File: src/rtl/btn_debounce.sv
// ---------------------------------------------------------------------------
// btn_debounce
//
// Front end for the board push buttons. Every raw pin is brought into the CLK
// domain through a two-flop synchroniser, normalised so that 1 = pressed, and
// debounced by a per-button stability counter. Outputs are a clean level plus
// one-cycle press / release strobes per button. An optional auto-repeat strobe
// is produced while a button stays held.
//
// Build option:
//   BTN_AUTO_REPEAT_EN  when defined, BTN_REP pulses REP_DLY cycles after a
//                       press strobe and every REP_PER cycles after that while
//                       the button stays held. When undefined, BTN_REP is
//                       tied to 0 and no repeat logic exists. The port list is
//                       the same in both builds.
//
// Parameters:
//   N_BTN    number of buttons
//   ACT_LOW  1: pin low = pressed, 0: pin high = pressed
//   CNT_W    debounce counter width (must hold DEB_CNT-1)
//   DEB_CNT  stable cycles needed to accept a change (>= 2)
//   REP_DLY  cycles from press strobe to first repeat strobe
//   REP_PER  cycles between later repeat strobes
//
// Ports:
//   CLK      in   system clock
//   RSTX     in   asynchronous active-low reset
//   BTN_IN   in   [N_BTN] raw button pins, asynchronous to CLK
//   BTN_LVL  out  [N_BTN] debounced level, 1 = pressed
//   BTN_PRS  out  [N_BTN] one-cycle strobe on accepted press
//   BTN_REL  out  [N_BTN] one-cycle strobe on accepted release
//   BTN_REP  out  [N_BTN] one-cycle auto-repeat strobe while held
// ---------------------------------------------------------------------------
module btn_debounce #(
    parameter int N_BTN   = 3,
    parameter int ACT_LOW = 1,
    parameter int CNT_W   = 20,
    parameter int DEB_CNT = 500000,
    parameter int REP_DLY = 25000000,
    parameter int REP_PER = 5000000
) (
    input  logic             CLK,
    input  logic             RSTX,
    input  logic [N_BTN-1:0] BTN_IN,
    output logic [N_BTN-1:0] BTN_LVL,
    output logic [N_BTN-1:0] BTN_PRS,
    output logic [N_BTN-1:0] BTN_REL,
    output logic [N_BTN-1:0] BTN_REP
);

    // Terminal count of the debounce counter: the change is accepted on the
    // edge that sees the counter already sitting here.
    localparam logic [CNT_W-1:0] DEB_TERM = CNT_W'(DEB_CNT - 1);

    // Raw pin value of a released button; the synchroniser resets to it so a
    // button held through reset is seen as a fresh press afterwards.
    localparam logic [N_BTN-1:0] PIN_IDLE = (ACT_LOW != 0) ? {N_BTN{1'b1}} : {N_BTN{1'b0}};

    // Elaboration-time sanity check of the timing parameters.
    if ((N_BTN < 1) || (CNT_W < 1) || (DEB_CNT < 2) || (REP_DLY < 1) || (REP_PER < 1) ||
        (longint'(DEB_CNT - 1) >= (longint'(1) << CNT_W))) begin : g_bad_cfg
        $error("btn_debounce: invalid parameter set");
    end

`ifdef BTN_AUTO_REPEAT_EN
    // The repeat counter is sized from the repeat timings themselves, since
    // the hold-off before the first repeat is far longer than a debounce.
    localparam int REP_MAX = (REP_DLY > REP_PER) ? REP_DLY : REP_PER;
    localparam int REP_W   = $clog2(REP_MAX + 1);
    localparam logic [REP_W-1:0] REP_DLY_TERM = REP_W'(REP_DLY - 1);
    localparam logic [REP_W-1:0] REP_PER_TERM = REP_W'(REP_PER - 1);
`endif

    // -----------------------------------------------------------------------
    // Two-flop synchroniser, polarity normalised after the second flop
    // -----------------------------------------------------------------------
    logic [N_BTN-1:0] sync1_reg;
    logic [N_BTN-1:0] sync2_reg;
    logic [N_BTN-1:0] s;

    always_ff @(posedge CLK or negedge RSTX) begin
        if (!RSTX) begin
            sync1_reg <= PIN_IDLE;
            sync2_reg <= PIN_IDLE;
        end else begin
            sync1_reg <= BTN_IN;
            sync2_reg <= sync1_reg;
        end
    end

    assign s = (ACT_LOW != 0) ? ~sync2_reg : sync2_reg;

    // -----------------------------------------------------------------------
    // Per-button debounce, strobes and optional auto-repeat
    // -----------------------------------------------------------------------
    genvar gi;
    for (gi = 0; gi < N_BTN; gi++) begin : g_btn
        logic [CNT_W-1:0] cnt_reg;
        logic [CNT_W-1:0] cnt_next;
        logic             lvl_reg;
        logic             lvl_next;
        logic             prs_reg;
        logic             prs_next;
        logic             rel_reg;
        logic             rel_next;

        // The counter only runs while the synchronised pin disagrees with the
        // accepted level; any agreement (chatter) drops it back to zero. It
        // clears on acceptance, so it never passes DEB_TERM.
        always_comb begin
            cnt_next = '0;
            lvl_next = lvl_reg;
            prs_next = 1'b0;
            rel_next = 1'b0;
            if (s[gi] != lvl_reg) begin
                if (cnt_reg == DEB_TERM) begin
                    lvl_next = ~lvl_reg;
                    prs_next = ~lvl_reg;
                    rel_next = lvl_reg;
                end else begin
                    cnt_next = cnt_reg + 1'b1;
                end
            end
        end

        always_ff @(posedge CLK or negedge RSTX) begin
            if (!RSTX) begin
                cnt_reg <= '0;
                lvl_reg <= 1'b0;
                prs_reg <= 1'b0;
                rel_reg <= 1'b0;
            end else begin
                cnt_reg <= cnt_next;
                lvl_reg <= lvl_next;
                prs_reg <= prs_next;
                rel_reg <= rel_next;
            end
        end

        assign BTN_LVL[gi] = lvl_reg;
        assign BTN_PRS[gi] = prs_reg;
        assign BTN_REL[gi] = rel_reg;

`ifdef BTN_AUTO_REPEAT_EN
        logic [REP_W-1:0] rcnt_reg;
        logic [REP_W-1:0] rcnt_next;
        logic             first_reg;
        logic             first_next;
        logic             rep_reg;
        logic             rep_next;

        // rcnt restarts on the press edge itself (lvl still 0) and stays
        // clear while released or on the release edge, so no repeat can share
        // a cycle with either strobe. first_reg selects the long initial
        // hold-off versus the shorter repeat period.
        always_comb begin
            rcnt_next  = rcnt_reg;
            first_next = first_reg;
            rep_next   = 1'b0;
            if (!(lvl_reg && lvl_next)) begin
                rcnt_next  = '0;
                first_next = 1'b1;
            end else if (rcnt_reg == (first_reg ? REP_DLY_TERM : REP_PER_TERM)) begin
                rcnt_next  = '0;
                first_next = 1'b0;
                rep_next   = 1'b1;
            end else begin
                rcnt_next = rcnt_reg + 1'b1;
            end
        end

        always_ff @(posedge CLK or negedge RSTX) begin
            if (!RSTX) begin
                rcnt_reg  <= '0;
                first_reg <= 1'b1;
                rep_reg   <= 1'b0;
            end else begin
                rcnt_reg  <= rcnt_next;
                first_reg <= first_next;
                rep_reg   <= rep_next;
            end
        end

        assign BTN_REP[gi] = rep_reg;
`else
        assign BTN_REP[gi] = 1'b0;
`endif
    end

endmodule

File: config.mk
export PLATFORM = sky130hd
export DESIGN_NAME = btn_debounce
export DESIGN_NICKNAME = d
export VERILOG_FILES = /design/src/rtl/btn_debounce.sv
export SDC_FILE = /design/constraint.sdc
export NUM_CORES = 1
export LEC_CHECK = 0
export CORE_MARGIN = 2
export CORE_UTILIZATION = 54
export CTS_CLUSTER_SIZE = 8
export DETAILED_ROUTE_END_ITERATION = 7
export PLACE_DENSITY_LB_ADDON = 0.3
export SLEW_MARGIN = 25
export SYNTH_ARGS = -nofsm -noshare
export SYNTH_HDL_FRONTEND = slang
export SYNTH_SLANG_ARGS = --single-unit
export TNS_END_PERCENT = 5
File: constraint.sdc
create_clock -name CLK -period 2.1 [get_ports CLK]
set_input_delay 0.42 -clock CLK [delete_from_list [all_inputs] [get_ports CLK]]
set_output_delay 0.42 -clock CLK [all_outputs]
set_load 0.05 [all_outputs]
* Word-level counts from Yosys, hierarchy flattened
Cells that the tools add are included.
Storage, ports and cells: register bits after elaboration 75, input bits 5, output and inout bits 12, word-level logic and storage cells 48
Cells by class: add/subtract/negate cells 3, equality and inequality tests 6, muxes and demuxes 18, bitwise operators 4, reduce and logical (&&, ||, !) cells 3
Operator list (number):
- $mux 20 | 6
- $add 20x1->20 const B | 3
- $eq 20x19->1 const B | 3
- $mux 1 | 12
- $reduce_and 2->1 | 3
- $ne 1x1->1 | 3
- $not 1->1 | 3
- $not 3->3 | 1

* Longest topological paths before layout
depth after elaboration 3, depth in mapped cells 7, depth with buffers taken out 5

* Worst setup path before layout
Ideal clock, no wire load.
kind flip-flop to flip-flop, from register g_btn[2].cnt_reg[0], to register g_btn[2].cnt_reg[18], library setup time 0.077 ns, arrival time 1.930 ns, required time 2.023 ns, setup slack 0.093 ns, stages on the path, launching flop included 6, path buffers 0, cells stage by stage dfrtp_1 > ha_1 > nand4_4 > or4_4 > or4b_1 > a21oi_1
Between the ends: longest elaborated chain between the ends 3, elaborated cells between the ends (all ways) 4, those cells by class add/sub: 1; eq/ne: 1; mux: 2
RTL lines:
- start, declared | RTL line 98 | logic [CNT_W-1:0] cnt_reg;
- start signal, assigned | RTL line 133 | cnt_reg <= cnt_next;
- $add 20x1->20 or $eq 20x19->1 (tied branches) | RTL line 121, 116
- $mux 20 (*) | RTL line 116 | if (cnt_reg == DEB_TERM) begin
- $mux 20 (*) | RTL line 115 | if (s[gi] != lvl_reg) begin
- net g_btn[2].cnt_next[18] | RTL line 99 | logic [CNT_W-1:0] cnt_next;
The timed path passes the listed nets; every way through them passes the cells marked *. A chain may end at the register's enable or synchronous reset.

* Worst setup path after layout
from register g_btn[2].lvl_reg, to output BTN_LVL[2]
RTL lines:
- start, declared | RTL line 100 | logic lvl_reg;
- start signal, assigned | RTL line 134 | lvl_reg <= lvl_next;
- end, declared | RTL line 45 | output logic [N_BTN-1:0] BTN_LVL,
No word-level cell between the ends.

==> summary.txt <==
Finish
  • Synthesis-to-finish area growth: 13.7%
  • Max reg flops: 60
  • Nets: 395
  • Fraction of layout cells with a size suffix above 1: 12.8%
  • ANT cells: 0

Die
  • DIE WIDTH: around 86 µm
  • Row count: 29
  • Core footprint: 6420 µm²
  • Boundary Pins: 17
  • Die H: 86.1 µm
  • Die ar.: 7410 µm²
  • Starting Density: between 50% and 60%

Placed design
  • Hpwl dp: around 4300 µm
  • I/O Buffers: 13
  • Placer Congestion: ~0.88

Power
  • Leak: 0.00166 µW
  • Power per cell area: 746 nW/µm²
  • Worst IR Drop VDD: between 400 and 500 µV

Synthesis
  • YS warnings: 0
  • Avg Inst Size Synth: just under 10 µm²
  • Number of enable flip-flop cells after synthesis: 0
  • Combinational family with the most area after synthesis: simple AND/OR/NAND/NOR gates
  • Most frequent cell after synthesis: dfrtp_1
  • Most common library cells after synthesis: dfrtp_1, nor2_1, xnor2_1
  • Synth top area share: a little under half
  • Synthesized flop and latch total: 75
  • Top cells by area, synth: dfrtp_1, xnor2_1, nor2_1
  • Synth area leader: dfrtp_1
  • Simple-gate share of the synthesized area: 25.6%
  • Synth Area in Adders: under 10%
  • XOR/XNOR Fraction of Synth Area: 11.1%
  • Cells after Synth: 369
  • FFs w/ async S/R, synth: 100%
  • Complex-gate fraction of the synthesized area: 4.88%
  • Netlist Area Pre-Place: ~3600 µm²
  • Post-synthesis sequential area ratio: between 50% and 60%
  • Post-synthesis mux area share: less than 1%
  • Netlist cell types: 41
  • Synth Flop Type: dfrtp_1

Detailed routing
  • Drt total wl: 6420 µm
  • TritonRoute pass-1 iters: 4
  • Vias: 2648
  • Via-per-instance ratio: about 5.6
  • # DRC: 0
  • Wirelength per Cell: 13.7 µm
  • Detail Route Antenna Nets: 0
  • DR iter-0 viols: roughly 150

Worst setup path
  • CP max stage cell: clkdlybuf4s50_1
  • Worst Setup End Kind: output port
  • FF-to-FF End: g_btn[2].cnt_reg[18]
  • Crit Path Category: flip-flop to output port
  • Reg2reg start: g_btn[2].cnt_reg[1]
  • CP Max Fanout: 5
  • Crit path arrival time: between 1500 and 2000 ps
  • CP max stage delay: 830 ps
  • CP Launch Type: flip-flop
  • Cell depth of the worst flop-to-flop path: 5
  • R2R Setup Slk: 90 ps
  • Top delay family on crit path: buffers and inverters
  • Worst Path Required: 1680 ps
  • Crit-path cells: clkdlybuf4s50_1
  • CP bufs+invs: 1

Global routing
  • Global-route wire length before repair: 11400 µm
  • Initial antenna violation count: 0
  • Vias in the first global route: between 2k and 2.5k
  • Largest net degree at the start of global routing: 40
  • Aggregate global routing overflow: 0
  • Total track usage: about a fifth

Clock network
  • Post-CTS Setup Repair Bufs: 0
  • Clock root buffer: clkbuf_8
  • Clock Path Buffers: 2
  • Num Clock Sinks: 75
  • TritonCTS clock tree: done
  • H-tree Lvls: 3
  • # resized after CTS: 0
  • Clk_lat worst skew: around 350 ps
  • # hold bufs at CTS: 0
  • Total clock buffers created by CTS: 9
  • Clock transition at path regs: 80 ps

Flow run
  • Max cap viols: 0

Timing
  • Hold WS: 17.0 ps
  • RSZ-0062 raised after global routing: no
  • Final Skew: about 11 ps
  • Crit path time final: 2010 ps
  • Setup TNS: 0 ps
  • Max Slew Vio Count: 0
  • Final setup fails: 0
  • Max_slew headroom: approximately three fifths
  • Final Hold Viols: 0
  • Worst slew pin tran: 599 ps
  • Max Clk Rate: about 500 MHz
  • Final period utilization: a little over nine tenths

Run status
  • Status: finished, final reports clean

Worst hold path
  • Hold crit path type: input port to asynchronous set/reset pin
-- layout make-up --
| cell class | count | area (µm²) |
|---|---|---|
| clock inverter | 7 | 149 |
| multi-input combinational | 259 | 1580 |
| inverter | 16 | 60.1 |
| timing repair buffer | 26 | 238 |
| fill | 514 | 2290 |
| tap | 77 | 96.3 |
| clock buffer | 9 | 124 |
| sequential | 75 | 1880 |
-- cells by family (layout without fill, tap and decap cells) --
family | count (synthesis) | in the layout
other | 1 | 3
muxes | 1 | 1
and+or+nand+nor | 178 | 178
xor gates and xnor gates | 46 | 46
DFF | 75 | 75
buffers and inverters | 37 | 58
adders and majority gates | 3 | 3
AOI/OAI and AO/OA | 28 | 28
-- worst max-delay path by stage --
stage                     cells past startpoint                    to                start  slack (ps)
after floorplan                               5  g_btn[2].cnt_reg[18]  g_btn[2].cnt_reg[0]          90
after global placement                        5  g_btn[2].cnt_reg[18]  g_btn[2].cnt_reg[1]         120
after detailed placement                      5  g_btn[2].cnt_reg[18]  g_btn[2].cnt_reg[1]          70
after CTS                                     5  g_btn[2].cnt_reg[18]  g_btn[2].cnt_reg[1]          50
after global routing                          1            BTN_LVL[1]     g_btn[1].lvl_reg          20
final                                         1            BTN_LVL[2]     g_btn[2].lvl_reg          90
-- power by group --
group          internal [µW]  switching [µW]
clock network            921             564
logic                   32.6            73.2
registers               1470            25.1
total                   2420             662
-- placed cells by master (no fill, tap or decap), types with 2 or more instances in the layout --
cell | synthesis | layout
o21ai_0 | 7 | 7
ha_1 | 3 | 2
and3_1 | 2 | 2
clkbuf_8 | 0 | 9
clkdlybuf4s50_1 | 0 | 12
dfstp_2 | 6 | 6
or4_1 | 4 | 4
nor3_1 | 20 | 20
a21oi_1 | 11 | 11
dfrtp_1 | 69 | 69
xor2_1 | 12 | 12
nor2_1 | 61 | 61
clkinv_4 | 0 | 2
or3_1 | 5 | 5
inv_1 | 16 | 16
a31o_2 | 5 | 5
nor4_1 | 12 | 12
buf_4 | 12 | 13
xnor2_1 | 34 | 34
nand2_1 | 16 | 16
and4_1 | 2 | 2
bufinv_16 | 0 | 4
nand3_1 | 19 | 19
conb_1 | 1 | 3
nand4_1 | 22 | 22
nor4b_1 | 4 | 4
-- routing by layer --
metal	global-route usage (%)	wire, µm	vias to the layer above
li1	-	-	1312
met1	25.4	3040	1282
met2	31.3	3070	47
met3	5.77	241	7
met4	5.92	65	0
met5	0	0	-
-- through the flow --
stage / setup slack (ps) / power, µW / util (%) / instances / area [µm²]
floorplan: 92.6 / 1570 / - / 371 / 3640
global placement: 122 / 1620 / 59.9 / 453 / 3850
detailed placement: 67.6 / 1620 / 59.9 / 453 / 3850
CTS: 46.2 / 3110 / 64.2 / 469 / 4120
global route: 22.6 / 3200 / 64.4 / 469 / 4140
finish: 85.6 / 3080 / 64.4 / 469 / 4140
Note: power is estimated with default switching activity, not from simulation.
